## config.mk

```make
export PLATFORM = sky130hd
export DESIGN_NAME = mem_bus_bridge
export DESIGN_NICKNAME = d
export VERILOG_FILES = /design/src/rtl/mmix_defs.sv /design/src/rtl/mmb_lane_map.sv /design/src/rtl/mem_bus_bridge.sv
export SDC_FILE = /design/constraint.sdc
export NUM_CORES = 1
export LEC_CHECK = 0
export BUFFER_PORTS_ARGS = -buffer_cell sky130_fd_sc_hd__buf_4
export CORE_ASPECT_RATIO = 0.5
export CORE_MARGIN = 2
export CORE_UTILIZATION = 53
export CTS_CLUSTER_DIAMETER = 200
export DETAILED_ROUTE_END_ITERATION = 16
export PLACE_DENSITY = 0.8
export SETUP_SLACK_MARGIN = 0.05
export SLEW_MARGIN = 15
export SYNTH_ARGS = -nofsm -noshare
export SYNTH_HDL_FRONTEND = slang
export SYNTH_SLANG_ARGS = --single-unit
```

## constraint.sdc

```tcl
create_clock -name clk -period 2.67 [get_ports clk]
set_input_delay 0.267 -clock clk [delete_from_list [all_inputs] [get_ports clk]]
set_output_delay 0.267 -clock clk [all_outputs]
set_load 0.005 [all_outputs]
```

## src/rtl/mmix_defs.sv

```systemverilog
// Shared MMIX memory-port definitions: access-size encoding, bridge state enum and
// the address alignment helper used by the bus bridge.
package mmix_defs;

   typedef enum logic [1:0] {
      SZ_BYTE  = 2'd0,
      SZ_WYDE  = 2'd1,
      SZ_TETRA = 2'd2,
      SZ_OCTA  = 2'd3
   } mmix_size_e;

   typedef enum logic [1:0] {
      ST_IDLE   = 2'd0,
      ST_CMD    = 2'd1,
      ST_RDWAIT = 2'd2,
      ST_DONE   = 2'd3
   } bridge_state_e;

   // Clears the low log2(size) address bits so every access is naturally aligned.
   function automatic logic [31:0] align_addr(input logic [31:0] a, input logic [1:0] sz);
      return a & ~((32'd1 << sz) - 32'd1);
   endfunction

endpackage

```

## src/rtl/mmb_lane_map.sv

```systemverilog
// Combinational lane mapper: places store data on big-endian 32-bit bus lanes with
// byteenables and the beat address, and extracts right-justified load data from a bus word.
module mmb_lane_map
   import mmix_defs::*;
(
   input  logic [1:0]  i_size,
   input  logic [31:0] i_addr,
   input  logic        i_beat,
   input  logic [63:0] i_wdata,
   input  logic [31:0] i_rword,
   output logic [31:0] o_bus_addr,
   output logic [3:0]  o_be,
   output logic [31:0] o_bus_wdata,
   output logic [31:0] o_rdata
);

   always_comb begin
      o_bus_addr  = {i_addr[31:2], 2'b00};
      o_be        = 4'b1111;
      o_bus_wdata = i_wdata[31:0];
      o_rdata     = i_rword;
      case (mmix_size_e'(i_size))
         SZ_BYTE: begin
            // Byte offset 0 lives in bits [31:24], so the lane index counts down with the offset.
            o_be        = 4'b1000 >> i_addr[1:0];
            o_bus_wdata = {4{i_wdata[7:0]}};
            o_rdata     = {24'd0, i_rword[{~i_addr[1:0], 3'b000} +: 8]};
         end
         SZ_WYDE: begin
            o_be        = i_addr[1] ? 4'b0011 : 4'b1100;
            o_bus_wdata = {2{i_wdata[15:0]}};
            o_rdata     = {16'd0, (i_addr[1] ? i_rword[15:0] : i_rword[31:16])};
         end
         SZ_TETRA: begin
            o_be = 4'b1111;
         end
         SZ_OCTA: begin
            o_bus_addr  = {i_addr[31:3], i_beat, 2'b00};
            o_bus_wdata = i_beat ? i_wdata[31:0] : i_wdata[63:32];
         end
         default: begin
            o_be = 4'b1111;
         end
      endcase
   end

endmodule

```

## src/rtl/mem_bus_bridge.sv

```systemverilog
// Bridges the MMIX load/store port onto a 32-bit Avalon-MM master; octas take two beats.
// Defining MEM_BRIDGE_TIMEOUT_EN adds a per-beat timeout that aborts with mem_error.
module mem_bus_bridge
   import mmix_defs::*;
#(
   parameter int TIMEOUT_CYCLES = 1023
)
(
   input  logic        clk,
   input  logic        reset_n,
   input  logic [63:0] mem_address,
   input  logic [1:0]  mem_datasize,
   input  logic        mem_read,
   input  logic        mem_write,
   input  logic [63:0] mem_writedata,
   output logic [63:0] mem_readdata,
   output logic        mem_done,
   output logic        mem_error,
   output logic [31:0] avm_address,
   output logic [3:0]  avm_byteenable,
   output logic        avm_read,
   output logic        avm_write,
   output logic [31:0] avm_writedata,
   input  logic [31:0] avm_readdata,
   input  logic        avm_waitrequest,
   input  logic        avm_readdatavalid
);

   bridge_state_e r_state;
   logic          r_beat;
   logic          r_is_wr;
   logic          r_done;
   logic          r_read;
   logic          r_write;
   logic [1:0]    r_size;
   logic [31:0]   r_addr;
   logic [63:0]   r_wdata;
   logic [63:0]   r_rdata;
   logic [31:0]   r_avm_addr;
   logic [3:0]    r_avm_be;
   logic [31:0]   r_avm_wdata;

   logic          w_idle;
   logic          w_req;
   logic          w_octa;
   logic          w_last;
   logic [1:0]    w_lm_size;
   logic [31:0]   w_lm_addr;
   logic [63:0]   w_lm_wdata;
   logic [31:0]   w_bus_addr;
   logic [3:0]    w_be;
   logic [31:0]   w_bus_wdata;
   logic [31:0]   w_rdata;
   logic          w_unused_hi;

   assign w_unused_hi = ^mem_address[63:32];

   assign w_idle = (r_state == ST_IDLE);
   assign w_req  = mem_read | mem_write;
   assign w_octa = (r_size == SZ_OCTA);
   assign w_last = !w_octa || r_beat;

   // In IDLE the mapper prepares beat 0 from the live request; afterwards it prepares beat 1.
   assign w_lm_size  = w_idle ? mem_datasize : r_size;
   assign w_lm_addr  = w_idle ? align_addr(mem_address[31:0], mem_datasize) : r_addr;
   assign w_lm_wdata = w_idle ? mem_writedata : r_wdata;

   mmb_lane_map u_lane_map (
      .i_size      (w_lm_size),
      .i_addr      (w_lm_addr),
      .i_beat      (~w_idle),
      .i_wdata     (w_lm_wdata),
      .i_rword     (avm_readdata),
      .o_bus_addr  (w_bus_addr),
      .o_be        (w_be),
      .o_bus_wdata (w_bus_wdata),
      .o_rdata     (w_rdata)
   );

`ifdef MEM_BRIDGE_TIMEOUT_EN
   localparam int TW = $clog2(TIMEOUT_CYCLES + 1);

   logic [TW-1:0] r_tmo_cnt;
   logic          r_err;
   logic          w_tmo;
   logic          w_stall;
   logic          w_beat_start;

   assign w_tmo        = (r_tmo_cnt == TW'(TIMEOUT_CYCLES - 1));
   assign w_stall      = ((r_state == ST_CMD) && avm_waitrequest) ||
                         ((r_state == ST_RDWAIT) && !avm_readdatavalid);
   assign w_beat_start = (w_idle && w_req) ||
                         ((r_state == ST_CMD) && !avm_waitrequest && r_is_wr && !w_last) ||
                         ((r_state == ST_RDWAIT) && avm_readdatavalid && !w_last);
   assign mem_error    = r_err;
`else
   logic w_unused_tmo;
   assign w_unused_tmo = (TIMEOUT_CYCLES == 0);
   assign mem_error    = 1'b0;
`endif

   always_ff @(posedge clk or negedge reset_n) begin
      if (!reset_n) begin
         r_state     <= ST_IDLE;
         r_beat      <= 1'b0;
         r_is_wr     <= 1'b0;
         r_done      <= 1'b0;
         r_read      <= 1'b0;
         r_write     <= 1'b0;
         r_size      <= 2'd0;
         r_addr      <= '0;
         r_wdata     <= '0;
         r_rdata     <= '0;
         r_avm_addr  <= '0;
         r_avm_be    <= '0;
         r_avm_wdata <= '0;
`ifdef MEM_BRIDGE_TIMEOUT_EN
         r_tmo_cnt   <= '0;
         r_err       <= 1'b0;
`endif
      end else begin
         r_done <= 1'b0;
`ifdef MEM_BRIDGE_TIMEOUT_EN
         r_err <= 1'b0;
         if (r_state == ST_CMD || r_state == ST_RDWAIT)
            r_tmo_cnt <= r_tmo_cnt + TW'(1);
         if (w_beat_start)
            r_tmo_cnt <= '0;
`endif
         case (r_state)
            ST_IDLE: begin
               if (w_req) begin
                  r_is_wr     <= mem_write;
                  r_size      <= mem_datasize;
                  r_addr      <= w_lm_addr;
                  r_wdata     <= mem_writedata;
                  r_beat      <= 1'b0;
                  r_avm_addr  <= w_bus_addr;
                  r_avm_be    <= w_be;
                  r_avm_wdata <= w_bus_wdata;
                  r_write     <= mem_write;
                  r_read      <= ~mem_write;
                  r_state     <= ST_CMD;
               end
            end
            ST_CMD: begin
               if (!avm_waitrequest) begin
                  if (!r_is_wr) begin
                     r_read  <= 1'b0;
                     r_state <= ST_RDWAIT;
                  end else if (w_last) begin
                     r_write <= 1'b0;
                     r_done  <= 1'b1;
                     r_state <= ST_DONE;
                  end else begin
                     // Second octa write beat follows back-to-back with the strobe still up.
                     r_beat      <= 1'b1;
                     r_avm_addr  <= w_bus_addr;
                     r_avm_be    <= w_be;
                     r_avm_wdata <= w_bus_wdata;
                  end
               end
            end
            ST_RDWAIT: begin
               if (avm_readdatavalid) begin
                  if (!w_octa)
                     r_rdata <= {32'd0, w_rdata};
                  else if (r_beat)
                     r_rdata[31:0] <= w_rdata;
                  else
                     r_rdata[63:32] <= w_rdata;
                  if (w_last) begin
                     r_done  <= 1'b1;
                     r_state <= ST_DONE;
                  end else begin
                     r_beat     <= 1'b1;
                     r_avm_addr <= w_bus_addr;
                     r_avm_be   <= w_be;
                     r_read     <= 1'b1;
                     r_state    <= ST_CMD;
                  end
               end
            end
            ST_DONE: begin
               r_state <= ST_IDLE;
            end
            default: begin
               r_state <= ST_IDLE;
            end
         endcase
`ifdef MEM_BRIDGE_TIMEOUT_EN
         if (w_stall && w_tmo) begin
            r_read  <= 1'b0;
            r_write <= 1'b0;
            r_done  <= 1'b1;
            r_err   <= 1'b1;
            if (!r_is_wr)
               r_rdata <= '1;
            r_state <= ST_DONE;
         end
`endif
      end
   end

   assign mem_readdata   = r_rdata;
   assign mem_done       = r_done;
   assign avm_address    = r_avm_addr;
   assign avm_byteenable = r_avm_be;
   assign avm_read       = r_read;
   assign avm_write      = r_write;
   assign avm_writedata  = r_avm_wdata;

endmodule

```

# == Yosys cells after proc, flatten, opt, wreduce, memory -nomap -nowiden ==
# Index checks and enable logic that the tools add are counted.
# classes
add_sub_neg,1
n_mul,0
n_div,0
magnitude_cmp,0
eq_ne,17
n_shift,3
mux,59
bitwise_logic,6
reduce_logical,14
# ops
cell,n
$mux 32,13
$pmux 32 s3,2
$mux 64,2
$pmux 32 s2,2
$and 32x32->32,1
$not 32->32,1
$shiftx 32x6->8,1
$shl 1x2->32 const A,1
$sub 32x1->32 const B,1
$mux 4,6
$mux 1,18
$ne 2x2->1 const B,9
$mux 16,1
$reduce_and 5->1,3
$mux 2,7
$pmux 4 s3,1
$eq 2x2->1 const B,4
$pmux 2 s4,1
$pmux 4 s2,1
$pmux 1 s3,2
$reduce_and 3->1,2
$reduce_and 6->1,1
$eq 2x1->1 const B,2
$logic_not 2->1,2
other kinds (14),16
# totals
reg_bits,237
latchBits,0
ramBits,0
romBits,0
inputBits,168
wordCells,114
mem_count,0

# == Longest topological paths before layout ==
# depth
ltp_word,11
depth_mapped,10
ltp_nobuf,8

# == Modules after synthesis ==
# From an unflattened synthesis, not the netlist that was laid out.
# unflattened
hier_cells,971
area_unflattened_um2,11763.8
# modules_own_cells
mod,n_inst,cells_each,area_per_inst_um2,seq_area_each_um2
mem_bus_bridge,1,743,10241.1,5930.7
mmb_lane_map,1,228,1522.7,0.0

# == Worst setup path before layout ==
# Ideal clock, no wire load.
# synth_timing
kind,input to register
startpoint,input mem_datasize[1]
endpoint,register r_rdata[7] (netlist: mem_readdata[7])
setup_time_ns,0.084
t_arrival_ns,2.079
required_ns,2.586
slack_ns,0.507
cell_stages,8
path_buffers,1
cell_sequence,buf_2 or2_2 ha_1 and3_1 o211ai_1 nor2_1 o41a_1 o21ai_0
# synth_via
elab_chain_cells,10
elab_cells_between_ends,14
classes_between,add/sub: 1; eq/ne: 1; shift: 2; mux: 6; bitwise: 3; reduce/logical: 1
# synth_rtl
item,line_no,source
"start, declared",mem_bus_bridge.sv:12,"input logic [1:0] mem_datasize,"
$shl 1x2->32,mmix_defs.sv:21,return a & ~((32'd1 << sz) - 32'd1);
$sub 32x1->32,mmix_defs.sv:21,
$not 32->32,mmix_defs.sv:21,
$and 32x32->32,mmix_defs.sv:21,
$mux 32,mem_bus_bridge.sv:65,"assign w_lm_addr = w_idle ? align_addr(mem_address[31:0], mem_datasize) : r_addr;"
$not 2->2,mmb_lane_map.sv:27,"o_rdata = {24'd0, i_rword[{~i_addr[1:0], 3'b000} +: 8]};"
$shiftx 32x6->8,mmb_lane_map.sv:27,
$pmux 32 s2 *,mmb_lane_map.sv:22,case (mmix_size_e'(i_size))
$mux 32,mem_bus_bridge.sv:168,else if (r_beat)
$mux 64 *,mem_bus_bridge.sv:166,if (!w_octa)
"end signal, assigned",mem_bus_bridge.sv:167,"r_rdata <= {32'd0, w_rdata};"
"end signal, assigned",mem_bus_bridge.sv:169,r_rdata[31:0] <= w_rdata;
"end, declared",mem_bus_bridge.sv:38,logic [63:0] r_rdata;
# Mark *: on every way between the ends. The rest lies on a longest branch, timed or not. The select of a mux whose other input is x is not followed.
# A chain may end at the register's enable or synchronous reset.

# == Worst setup path after layout ==
# layout_timing
startpoint,register r_state[0]
endpoint,register r_avm_wdata[12] (netlist: avm_writedata[12])
# layout_via
elab_chain_cells,8
elab_cells_between_ends,20
classes_between,eq/ne: 7; mux: 9; reduce/logical: 4
# layout_rtl
item,line_no,source
"start, declared",mem_bus_bridge.sv:29,bridge_state_e r_state;
"start signal, assigned",mem_bus_bridge.sv:104,r_state <= ST_IDLE;
"start signal, assigned",mem_bus_bridge.sv:143,r_state <= ST_CMD;
"start signal, assigned",mem_bus_bridge.sv:150,r_state <= ST_RDWAIT;
$logic_not 2->1,"mem_bus_bridge.sv:58, mem_bus_bridge.sv:130",
$mux 2 or $mux 64 (tied branches),"mem_bus_bridge.sv:64, mem_bus_bridge.sv:66",
"$eq 2x2->1, or another cell as far along",mmb_lane_map.sv:22,
$pmux 32 s3,mmb_lane_map.sv:22,
$mux 32,mem_bus_bridge.sv:151,end else if (w_last) begin
$mux 32,mem_bus_bridge.sv:148,if (!r_is_wr) begin
$mux 32,mem_bus_bridge.sv:147,if (!avm_waitrequest) begin
$pmux 32 s2,mem_bus_bridge.sv:130,case (r_state)
"end signal, assigned",mem_bus_bridge.sv:140,r_avm_wdata <= w_bus_wdata;
"end signal, assigned",mem_bus_bridge.sv:160,r_avm_wdata <= w_bus_wdata;
"end, declared",mem_bus_bridge.sv:41,logic [31:0] r_avm_wdata;
# Several ways; a longest one is shown, not always the timed one. The select of a mux whose other input is x is not followed.

==> impl_results.md <==
- Run status: finished, final reports clean
- Hold WS: 14.0 ps
- Cell Pwr Density: 1190 nW/um^2
- Switching Share: about 37%
- Largest net degree at the start of global routing: about 80
- Reg power frac: between 30% and 40%
- Initial antenna violation count: 1
- Slew headroom: between 40 and 50%
- Worst skew pair latency: ~520 ps
- 1st-iter DRT viols: ~800
- Yosys cell types: 55
- PortBufs: around 270
- Max Fanout on Critical Path: 16
- Drt drc: 0
- Final ANT Viol Nets: 0
- GPL Wtd Cong: between 0.8 and 0.9
- CTS clk-pin slew, worst paths: about 70 ps
- Setup-failing EPs final: 0
- Hold crit path type: primary input to flop
- DIE AREA: ~22,000 sq um
- P&R area growth vs syn: 34.1%
- CTS Buf Count: 22
- Final period util: 93.1%
- Asr flop ratio synth: 100%
- Die H: approximately 110 um
- Gr ovfl total: 0
- Mapped Cells: slightly above 1,000
- Gate power share: a little under half
- NetSw: about 6.6 mW
- Vias per cell: between 5 and 6
- Reg-to-Reg Start: r_state[0]
- Total GRT Usage: 28.3%
- CTS tree: yes
- CTS H-tree depth: 1
- CP Launch Point: r_state[0]
- Number of global-route vias before repair: about 9,500
- Pre-antenna DRT Iters: 6
- Longest Clk Path Bufs: 3
- Routed len/inst: ~19 um
- Final min period: 2480 ps
- Root buffer cell: clkbuf_16
- Initial core utilization: between 50% and 60%
- Avg Inst Size Synth: about 11 sq um
- Via count: roughly 9,400
- Reg2Reg Depth: 6
- Fraction of layout cells with a size suffix above 1: 34.9%
- Detailed placer's ending HPWL: about 21,000 um
- HP Start: mem_writedata[17]
- Fill cells: approximately 1,400
- Seq/Total Area, Yosys: between 50 and 60%
- Unrepaired setup endpoints after global routing: false
- FF+latch count, synth: approximately 240
- Primary FF master, synth: dfrtp_1
- Final Hold Violating Endpoints: 0
- Flop-to-flop setup slack: 190 ps
- Number of synthesized flops with an enable pin: 0
- Clk sinks: between 200 and 250
- Cell area after synthesis: 11,100 sq um
- Pleak: 6.94 nW
- Max-slew violations: 0
- Core ar.: approximately 21,000 sq um
- CP required: 3070 ps
- Cell row count: 37
- Max cap viols: 0
- Warnings from Yosys: 0
- Peak VDD IR: about 0.60 mV
- CP arrival: approximately 2900 ps
- Max Clk Rate: 0.402 GHz
- Crit path launch type: flop
- Worst-Margin Slew: between 700 and 800 ps
- Clock Skews: between 10 and 15 ps
- R2r endpoint: avm_writedata[12]
- Net count, final: ~1,500
- Die width: 208 um
- First-pass GRT wire length: about 50,000 um
- Crit path capture: avm_writedata[12]
- Internal power: around 11 mW
- Post-route setup TNS: 0 ps
- DRT Wirelength: ~32,000 um
- Clock share of power: between 10% and 20%
- Ports: 304
- CP endpoint kind: flop
- Crit Path Category: flop to flop
==> per-stage QoR <==
stage	std cells	setup WS (ps)	util, %	cell area (sq um)	power (mW)
after global routing	1636	58.0	72.4	14800	18.8
after global placement	1529	196	65.4	13400	13.9
after detailed placement	1529	150	65.4	13400	14.3
after CTS	1634	127	72.3	14800	17.6
final	1636	185	72.4	14800	17.7
after floorplan	1026	507	-	11100	11.2
==> per-layer routing <==
layer | up-vias | GRT usage [%] | wire length (um)
met3 | 78 | 5.49 | 1920
met5 | - | 0 | 0
li1 | 4319 | - | -
met2 | 322 | 48.8 | 15700
met4 | 0 | 9.92 | 982
met1 | 4679 | 36.0 | 13100
==> layout by cell type, fill, tap and decap left out, types with 4 or more instances in the layout <==
cell type and n:
a222oi_1 8, ha_1 5, o2111ai_1 6, nand2_1 156, a22o_1 18, nor2b_1 8
nand3_1 33, o22a_1 17, buf_12 4, dlygate4sd3_1 67, and3_1 4, dfrtp_1 235
o211ai_1 13, nor2_1 25, o21ai_0 91, a31oi_1 8, clkbuf_16 23, mux2i_1 49
inv_1 33, buf_4 294, a21oi_1 19, a22oi_1 13, mux2_2 119, clkinv_2 6
o21ai_1 30, o22ai_1 21
==> cell usage after synthesis, types with 5 or more instances <==
| library cell | count | area, sq um |
|---|---|---|
| o22a_1 | 17 | 149 |
| o2111ai_1 | 6 | 52.6 |
| o21ai_1 | 32 | 160 |
| buf_4 | 5 | 37.5 |
| nor2_1 | 26 | 97.6 |
| dfrtp_1 | 235 | 5880 |
| nand3_1 | 33 | 165 |
| a22oi_1 | 13 | 97.6 |
| inv_1 | 33 | 124 |
| a31oi_1 | 8 | 50.1 |
| mux2_2 | 119 | 1340 |
| o211ai_1 | 13 | 97.6 |
| ha_1 | 7 | 87.6 |
| buf_2 | 35 | 175 |
| clkbuf_1 | 24 | 90.1 |
| o22ai_1 | 22 | 138 |
| a22o_1 | 18 | 158 |
| a21oi_1 | 19 | 95.1 |
| a222oi_1 | 8 | 80.1 |
| o21ai_0 | 91 | 455 |
| nor2b_1 | 8 | 50.1 |
| nand2_1 | 156 | 586 |
| mux2i_1 | 50 | 500 |
==> area by class of cell <==
cell class / count / area, sq um / share of cell area, %
Timing Repair Buffer: 367 / 2980 / 20.1
Sequential cell: 235 / 5880 / 39.6
Clock buffer: 28 / 624 / 4.21
Multi-Input combinational cell: 688 / 4780 / 32.2
Clock inverter: 11 / 114 / 0.767
Antenna cell: 1 / 2.50 / 0.0169
Inverter: 33 / 124 / 0.834
Tap cell: 273 / 342 / 2.30
==> state kept, by name, summed over array words and instances (netlist names) <==
name            cells
avm_address        30
avm_read            1
r_state             2
r_addr             32
r_size              2
r_beat              1
mem_done            1
avm_write           1
avm_byteenable      4
r_is_wr             1
mem_readdata       64
avm_writedata      32
r_wdata            64
==> worst max-delay path, stage by stage, from the launching register on <==
cell	delay [ps]
dfrtp_1	430
inv_1	160
ha_2	380
buf_4	300
o22a_1	680
o22ai_1	210
o22a_1	200
==> power by group through the flow <==
| stage | clock network [mW] | logic [mW] | registers [mW] |
|---|---|---|---|
| final | 3.26 | 8.40 | 6.06 |
| after global routing | 3.46 | 9.14 | 6.20 |
| after detailed placement | 0 | 8.18 | 6.08 |
| after CTS | 3.30 | 8.32 | 6.02 |
| after global placement | 0 | 7.92 | 5.98 |
| after floorplan | 0 | 5.26 | 5.93 |
==> kinds of logic after synthesis <==
logic type,share of synthesized area (%)
other,0.0339
adders and majority gates,0.791
and+or+nand+nor,9.42
muxes,17.1
AOI/OAI and AO/OA,15.4
DFF,53.1
buffers and inverters,4.19
==> timing repair <==
item	CTS	global route
endpoints found under the setup margin	0	10
setup buffers	0	0
hold endpoints to repair	139	1
resized for setup	0	4
hold buffers	66	1
==> worst min-delay path by stage <==
stage | cells after the start | slack (ps) | to
2_1_floorplan | 0 | -30 | avm_address[10]
3_3_place_gp | 1 | 290 | r_wdata[61]
3_5_place_dp | 1 | 300 | avm_writedata[29]
4_1_cts | 2 | 2 | r_wdata[17]
5_1_grt | 2 | 0.6 | r_wdata[31]
6_report | 2 | 10 | r_wdata[17]
(Power assumes the default switching activity.)
